## src/rtl/decseq_pkg.sv

```systemverilog
// -----------------------------------------------------------------------------
// decseq_pkg
//   Shared definitions for decoder_sequencer and its bench.
//   - DECSEQ_SEL_W : default width of the binary select / index.
//   - decseq_out_w : one-hot width derived from a select width (1 << sel_w).
//   - decseq_mode_e: behaviour at the last index. Wrap-to-0 by default, or
//                    saturate when the build defines DECSEQ_SATURATE_EN.
//   - DECSEQ_MODE  : the mode this build was compiled with.
// Configuration macro: DECSEQ_SATURATE_EN
// -----------------------------------------------------------------------------
package decseq_pkg;

  localparam int DECSEQ_SEL_W = 3;

  function automatic int decseq_out_w(input int sel_w);
    return 1 << sel_w;
  endfunction

  typedef enum logic {
    DECSEQ_MODE_WRAP = 1'b0,
    DECSEQ_MODE_SAT  = 1'b1
  } decseq_mode_e;

`ifdef DECSEQ_SATURATE_EN
  localparam decseq_mode_e DECSEQ_MODE = DECSEQ_MODE_SAT;
`else
  localparam decseq_mode_e DECSEQ_MODE = DECSEQ_MODE_WRAP;
`endif

endpackage

```

## src/rtl/onehot_decoder_en.sv

```systemverilog
// -----------------------------------------------------------------------------
// onehot_decoder_en
//   Combinational SEL_W -> 2^SEL_W one-hot decoder with an enable.
//   Ports:
//     en_i     in   1      when low the output is all-zero
//     sel_i    in   SEL_W  binary select
//     onehot_o out  OUT_W  one-hot of sel_i, or zero when disabled
// -----------------------------------------------------------------------------
module onehot_decoder_en
  import decseq_pkg::*;
#(
  parameter int SEL_W = DECSEQ_SEL_W,
  localparam int OUT_W = decseq_out_w(SEL_W)
) (
  input  logic             en_i,
  input  logic [SEL_W-1:0] sel_i,
  output logic [OUT_W-1:0] onehot_o
);

  // NOTE: every combinational output is assigned a default first, so no path
  // through the block leaves it unassigned and no latch is inferred.
  always_comb begin
    onehot_o = '0;
    if (en_i) begin
      onehot_o[sel_i] = 1'b1;
    end
  end

endmodule

```

## src/rtl/decoder_sequencer.sv

```systemverilog
// -----------------------------------------------------------------------------
// decoder_sequencer
//   Registered one-hot decoder driven by an internal index register. The index
//   is either loaded from a binary select or auto-stepped, wrapping to 0 after
//   a programmable last index. Used for register-file / memory-bank write
//   selects and multi-cycle scan sequences.
//
//   Ports:
//     Clock           in   1      rising-edge clock
//     Reset_n         in   1      asynchronous active-low reset
//     Enable          in   1      gates the output and Step (Load ignores it)
//     Load            in   1      load index from Decoder_Input (beats Step)
//     Decoder_Input   in   SEL_W  binary value for Load
//     Step            in   1      advance index by one
//     Last_Index      in   SEL_W  final index before wrap, sampled every cycle
//     Decoder_Output  out  OUT_W  one-hot of index, all-zero when disabled
//     Index           out  SEL_W  current index register
//     Wrap            out  1      one-cycle pulse after a Step that wrapped
//
//   Configuration macro: DECSEQ_SATURATE_EN
//     Defined  : a Step at or beyond Last_Index holds the index; Wrap stays 0.
//     Undefined: a Step at or beyond Last_Index returns the index to 0 and
//                pulses Wrap.
// -----------------------------------------------------------------------------
module decoder_sequencer
  import decseq_pkg::*;
#(
  parameter int SEL_W = DECSEQ_SEL_W,
  localparam int OUT_W = decseq_out_w(SEL_W)
) (
  input  logic             Clock,
  input  logic             Reset_n,
  input  logic             Enable,
  input  logic             Load,
  input  logic [SEL_W-1:0] Decoder_Input,
  input  logic             Step,
  input  logic [SEL_W-1:0] Last_Index,
  output logic [OUT_W-1:0] Decoder_Output,
  output logic [SEL_W-1:0] Index,
  output logic             Wrap
);

  logic [SEL_W-1:0] index_q, index_d;
  logic             en_q,    en_d;
  logic             wrap_q,  wrap_d;
  logic             at_last;

  // The >= compare also catches an index loaded beyond Last_Index, so the
  // increment below can never run past the top of the SEL_W range.
  assign at_last = (index_q >= Last_Index);

  always_comb begin
    index_d = index_q;
    wrap_d  = 1'b0;
    en_d    = Enable;
    if (Load) begin
      index_d = Decoder_Input;
    end else if (Enable && Step) begin
      if (at_last) begin
`ifdef DECSEQ_SATURATE_EN
        index_d = index_q;
`else
        index_d = '0;
        wrap_d  = 1'b1;
`endif
      end else begin
        index_d = index_q + 1'b1;
      end
    end
  end

  // NOTE: sequential state uses non-blocking assignments so every register
  // samples the pre-edge value of its neighbours, independent of code order.
  always_ff @(posedge Clock or negedge Reset_n) begin
    if (!Reset_n) begin
      index_q <= '0;
      en_q    <= 1'b0;
      wrap_q  <= 1'b0;
    end else begin
      index_q <= index_d;
      en_q    <= en_d;
      wrap_q  <= wrap_d;
    end
  end

  // Output is decoded from registered state only, so there is no
  // combinational path from any input to Decoder_Output.
  onehot_decoder_en #(
    .SEL_W (SEL_W)
  ) u_onehot (
    .en_i     (en_q),
    .sel_i    (index_q),
    .onehot_o (Decoder_Output)
  );

  assign Index = index_q;
  assign Wrap  = wrap_q;

endmodule

```

## config.mk

```make
export PLATFORM = sky130hd
export DESIGN_NAME = decoder_sequencer
export DESIGN_NICKNAME = d
export VERILOG_FILES = /design/src/rtl/decseq_pkg.sv /design/src/rtl/onehot_decoder_en.sv /design/src/rtl/decoder_sequencer.sv
export SDC_FILE = /design/constraint.sdc
export NUM_CORES = 1
export LEC_CHECK = 0
export ABC_AREA = 1
export CORE_AREA = 5 5 42 44
export CTS_BUF_LIST = sky130_fd_sc_hd__clkbuf_2
export DETAILED_ROUTE_END_ITERATION = 7
export DIE_AREA = 0 0 47 49
export GPL_ROUTABILITY_DRIVEN = 0
export GPL_TIMING_DRIVEN = 0
export PLACE_DENSITY = 0.67
export RECOVER_POWER = 50
export SYNTH_ARGS = -nofsm -noshare
export SYNTH_HDL_FRONTEND = slang
export SYNTH_HIERARCHICAL = 1
export SYNTH_SLANG_ARGS = --single-unit
export TNS_END_PERCENT = 100
```

## constraint.sdc

```tcl
create_clock -name Clock -period 3.4 [get_ports Clock]
set_input_delay 0.68 -clock Clock [delete_from_list [all_inputs] [get_ports Clock]]
set_output_delay 0.68 -clock Clock [all_outputs]
set_load 0.01 [all_outputs]
```

# Yosys cells after proc, flatten, opt, wreduce, memory -nomap -nowiden
# Index checks and enable logic that the tools add are counted.
[totals]
reg_bits = 5
input_bits = 11
[classes]
n_addsub = 1
order_cmp = 3
n_mux = 9
n_reduce_logical = 3
[op_table]
columns = ["cell", "n"]
rows = [
  ["$mux 3", 3],
  ["$mux 8", 1],
  ["$lt 3x4->1 const B", 1],
  ["$mux 1", 4],
  ["$add 3x1->3 const B", 1],
  ["$demux 1 s3", 1],
  ["$ge 3x1->1 const B", 1],
  ["$ge 3x3->1", 1],
  ["$logic_and 1x1->1", 2],
  ["$reduce_bool 2->1", 1],
]

# Depth between registers and ports, before layout
[logic_depth]
word_depth = 5
depth_mapped = 7
mapped_depth_nobuf = 7

# By module
# Netlist, hierarchy kept.
[by_module_without_submodules]
columns = ["module", "instances", "cells_per_inst", "area_each_um2", "seq_area_each_um2"]
rows = [
  ["decoder_sequencer", 1, 51, 351.6, 125.1],
  ["onehot_decoder_en", 1, 17, 63.8, 0.0],
]

# Worst setup path after synthesis
# OpenSTA, ideal clock, no wires.
[synth_path]
path_type = "register to output"
start = "reg index_q[0], in the netlist Index[0]"
end = "out Decoder_Output[0]"
t_arrival_ns = 0.770
slack_ns = 1.950
path_stages_with_launch = 4
n_path_buf = 0
cell_sequence = "dfrtp_1 inv_1 nand2_1 nor2_1"
[synth_via]
elab_chain_len = 5
word_cells_on_any_way = 6
[synth_lines]
columns = ["element", "line", "source"]
rows = [
  ["from (decl)", "decoder_sequencer.sv:43", "logic [SEL_W-1:0] index_q, index_d;"],
  ["from (signal assigned)", "decoder_sequencer.sv:80", "index_q <= index_d;"],
  ["$lt 3x4->1 (not written as such) or $ge 3x1->1 (tied branches)", "onehot_decoder_en.sv:25", "onehot_o[sel_i] = 1'b1;"],
  ["$logic_and 1x1->1 (not written as such)", "onehot_decoder_en.sv:25", ""],
  ["$mux 1 (not written as such)", "onehot_decoder_en.sv:25", ""],
  ["$demux 1 s3 *", "--", ""],
  ["$mux 8 *", "onehot_decoder_en.sv:24", "if (en_i) begin"],
  ["to (decl)", "decoder_sequencer.sv:38", "output logic [OUT_W-1:0] Decoder_Output,"],
]
# Every way passes the cells marked *; elsewhere a longest branch is shown, timed or not.

# Worst setup path in the final report
[layout_path]
start = "reg index_q[0], in the netlist Index[0]"
end = "out Decoder_Output[4]"
# The elaborated chain is that of the path after synthesis.

==> results.ini <==
[routing]
vias_per_cell=4.20
drt_iter0_drc=3
routed_wl_um=985
vias=462
dr.pass1.iters=2
drc=0
wl_per_cell_um=8.95
antenna_left=0

[setup_path]
critPathCaptureType=output pin
worst_path_max_delay_cell=clkdlybuf4s50_1
crit_cells=4
cp.buffers_inverters=2
cp-start-kind=flop
cp_data_required_time_ns=2.72
reg2regPathDepth=7
cp.arrival_ns=1.47
path_max_fanout=6
slowest_delay_ns=0.54
cp_top_family=buffers and inverters
crit_chain=inv_1 -> nand2_1 -> nor2_1 -> clkdlybuf4s50_1
setup.worst_path.class=flop to output pin

[global_route]
grt_usage=0.0948
grt_max_degree=8
overflow=0
grt_pass1_wl_mm=1.61
grt_pass1_vias=432
antenna_found_initial=0

[timing]
setup_viol=0
hold_violations=0
timing.fmax_mhz=465
relSlewSlack=0.803
final_max_slew_viol_count=0
period_minus_slack_ns=2.15
rsz0062_at_grt=no
setup_tns_ns=0
finClkSkew_ns=0.000117
fin_crit_sh=0.633
tightest_slew_ns=0.295

[cells_and_area]
mostFrequentLayoutCell=nand2_1
fin_nets=110
nFillCells=161
diodes=0
seqCellArea_um2=125
final_cell_mix=nand2_1 (25), clkdlybuf4s50_1 (18), inv_1 (15), nor2_1 (11), dfrtp_1 (5)
final_cell_area_um2=672
multi_input_area_um2=226
syn_to_final_growth_pct=61.7
drive_gt1_frac=0.0638

[pwr]
power_density_mw_per_mm2=303
clkPwrFrac=0.252
seq_power_share=0.359
switching_share=0.332
power.total_mw=0.204
power.leakage_nw=0.356
p_int_mw=0.136
power.switching_mw=0.0678
p_comb_frac=0.389
ir_worst_vdd_mv=0.143

[floorplanning]
die_y_um=49
pin_count=23
die-area_mm2=0.00230
core-area_mm2=0.00140
rows=14
die_w_um=47
start_util=0.296

[placement]
post_dp_cell_area_um2=656
hpwl_um=850
portBuffers=22

[synth]
synthCells=68
ys_ff_latch=5
yosys_warnings=6
synthesis.nets=83
synth_area_um2=415
ys_seq_area_frac=0.301
syn_avg_cell_area_um2=6.11
synth_cell_types=12

[cts]
clock_latency_ns=0.20
clkSlewWorstSetupHoldPaths_ns=0.05
clock_sinks=5
cts_buffers=3
cts_tree=done
post_cts_buffers=0
clockBufferDepth=2
cts-root-buf=clkbuf_2
postCtsHoldBufs=0
post_cts_resized=0
htreeDepth=1

[min_path]
hp-class=flop to flop
hold-path-cell-count=3

[flow_run]
maxCapViolCount=0

[status]
status=finished, final reports clean

## synth_stat cells
library cell	n	area, um2
o21ai_1	2	10.0
a21oi_2	1	8.76
nand2_1	25	93.8
nand3_1	1	5.00
nand4_1	1	6.26
nor2_1	11	41.3
nand3_2	1	10.0
o21ai_0	1	5.00
inv_2	1	3.75
ha_1	4	50.1
inv_1	15	56.3
dfrtp_1	5	125
## routing by layer
layer | part of all wire | track usage
met5 | 0 | 0
met4 | 0.017 | 0.0553
met3 | 0.091 | 0.0369
met2 | 0.52 | 0.165
met1 | 0.37 | 0.0871
## power groups by stage
| stage | combinational (mW) | clock [mW] | sequential (mW) |
|---|---|---|---|
| 6_report | 0.0793 | 0.0514 | 0.0732 |
| 5_1_grt | 0.0896 | 0.0614 | 0.0747 |
| 4_1_cts | 0.0828 | 0.0539 | 0.0732 |
| 3_5_place_dp | 0.0824 | 0 | 0.0740 |
| 3_3_place_gp | 0.0797 | 0 | 0.0742 |
| 2_1_floorplan | 0.0401 | 0 | 0.0742 |
## tightest hold or removal path: stages, from the launching register on
cell     delay (ns)
dfrtp_1        0.43
nor2_1         0.07
nand2_1        0.05
nand2_1        0.04
## cell type report
type,instances,share of cell area
timing repair buffer,22,0.328
inverter,16,0.0894
clock buffer,4,0.0298
sequential,5,0.186
multi-input combinational,47,0.337
tap,16,0.0298
## cell families (layout without fill, tap and decap cells)
logic type,count (synthesis),after routing,share of synthesized area
flip-flops,5,5,0.301
buffers and inverters,16,42,0.145
adder cells (fa/ha/maj),4,4,0.120
AND/OR/NAND/NOR,39,39,0.377
AO/OA/AOI/OAI,4,4,0.0572
## through the flow
step	setup slack (ns)	hold WS, ns	instances	utilization
5_1_grt	1.11	0.677	110	0.479
3_3_place_gp	1.46	0.624	106	0.468
4_1_cts	1.21	0.642	110	0.482
3_5_place_dp	1.41	0.629	106	0.468
6_report	1.25	0.641	110	0.479
2_1_floorplan	1.95	0.384	68	-
## flip-flops by register name, summed over array words and instances (netlist names)
signal,cells
Index,3
Wrap,1
en_q,1
## path summary, 6_finish.rpt
kind | to | startpoint | slack, ns
max in group asynchronous | Index[1] | Reset_n | 2.47
max reg2reg | Index[2] | Index[0] | 1.98
min in group asynchronous | Wrap | Reset_n | 0.76
min reg2reg | Index[0] | Index[0] | 0.64
min | Index[0] | Index[0] | 0.64
max | Decoder_Output[4] | Index[0] | 1.25
No activity file was read; power rests on OpenSTA's default activity.
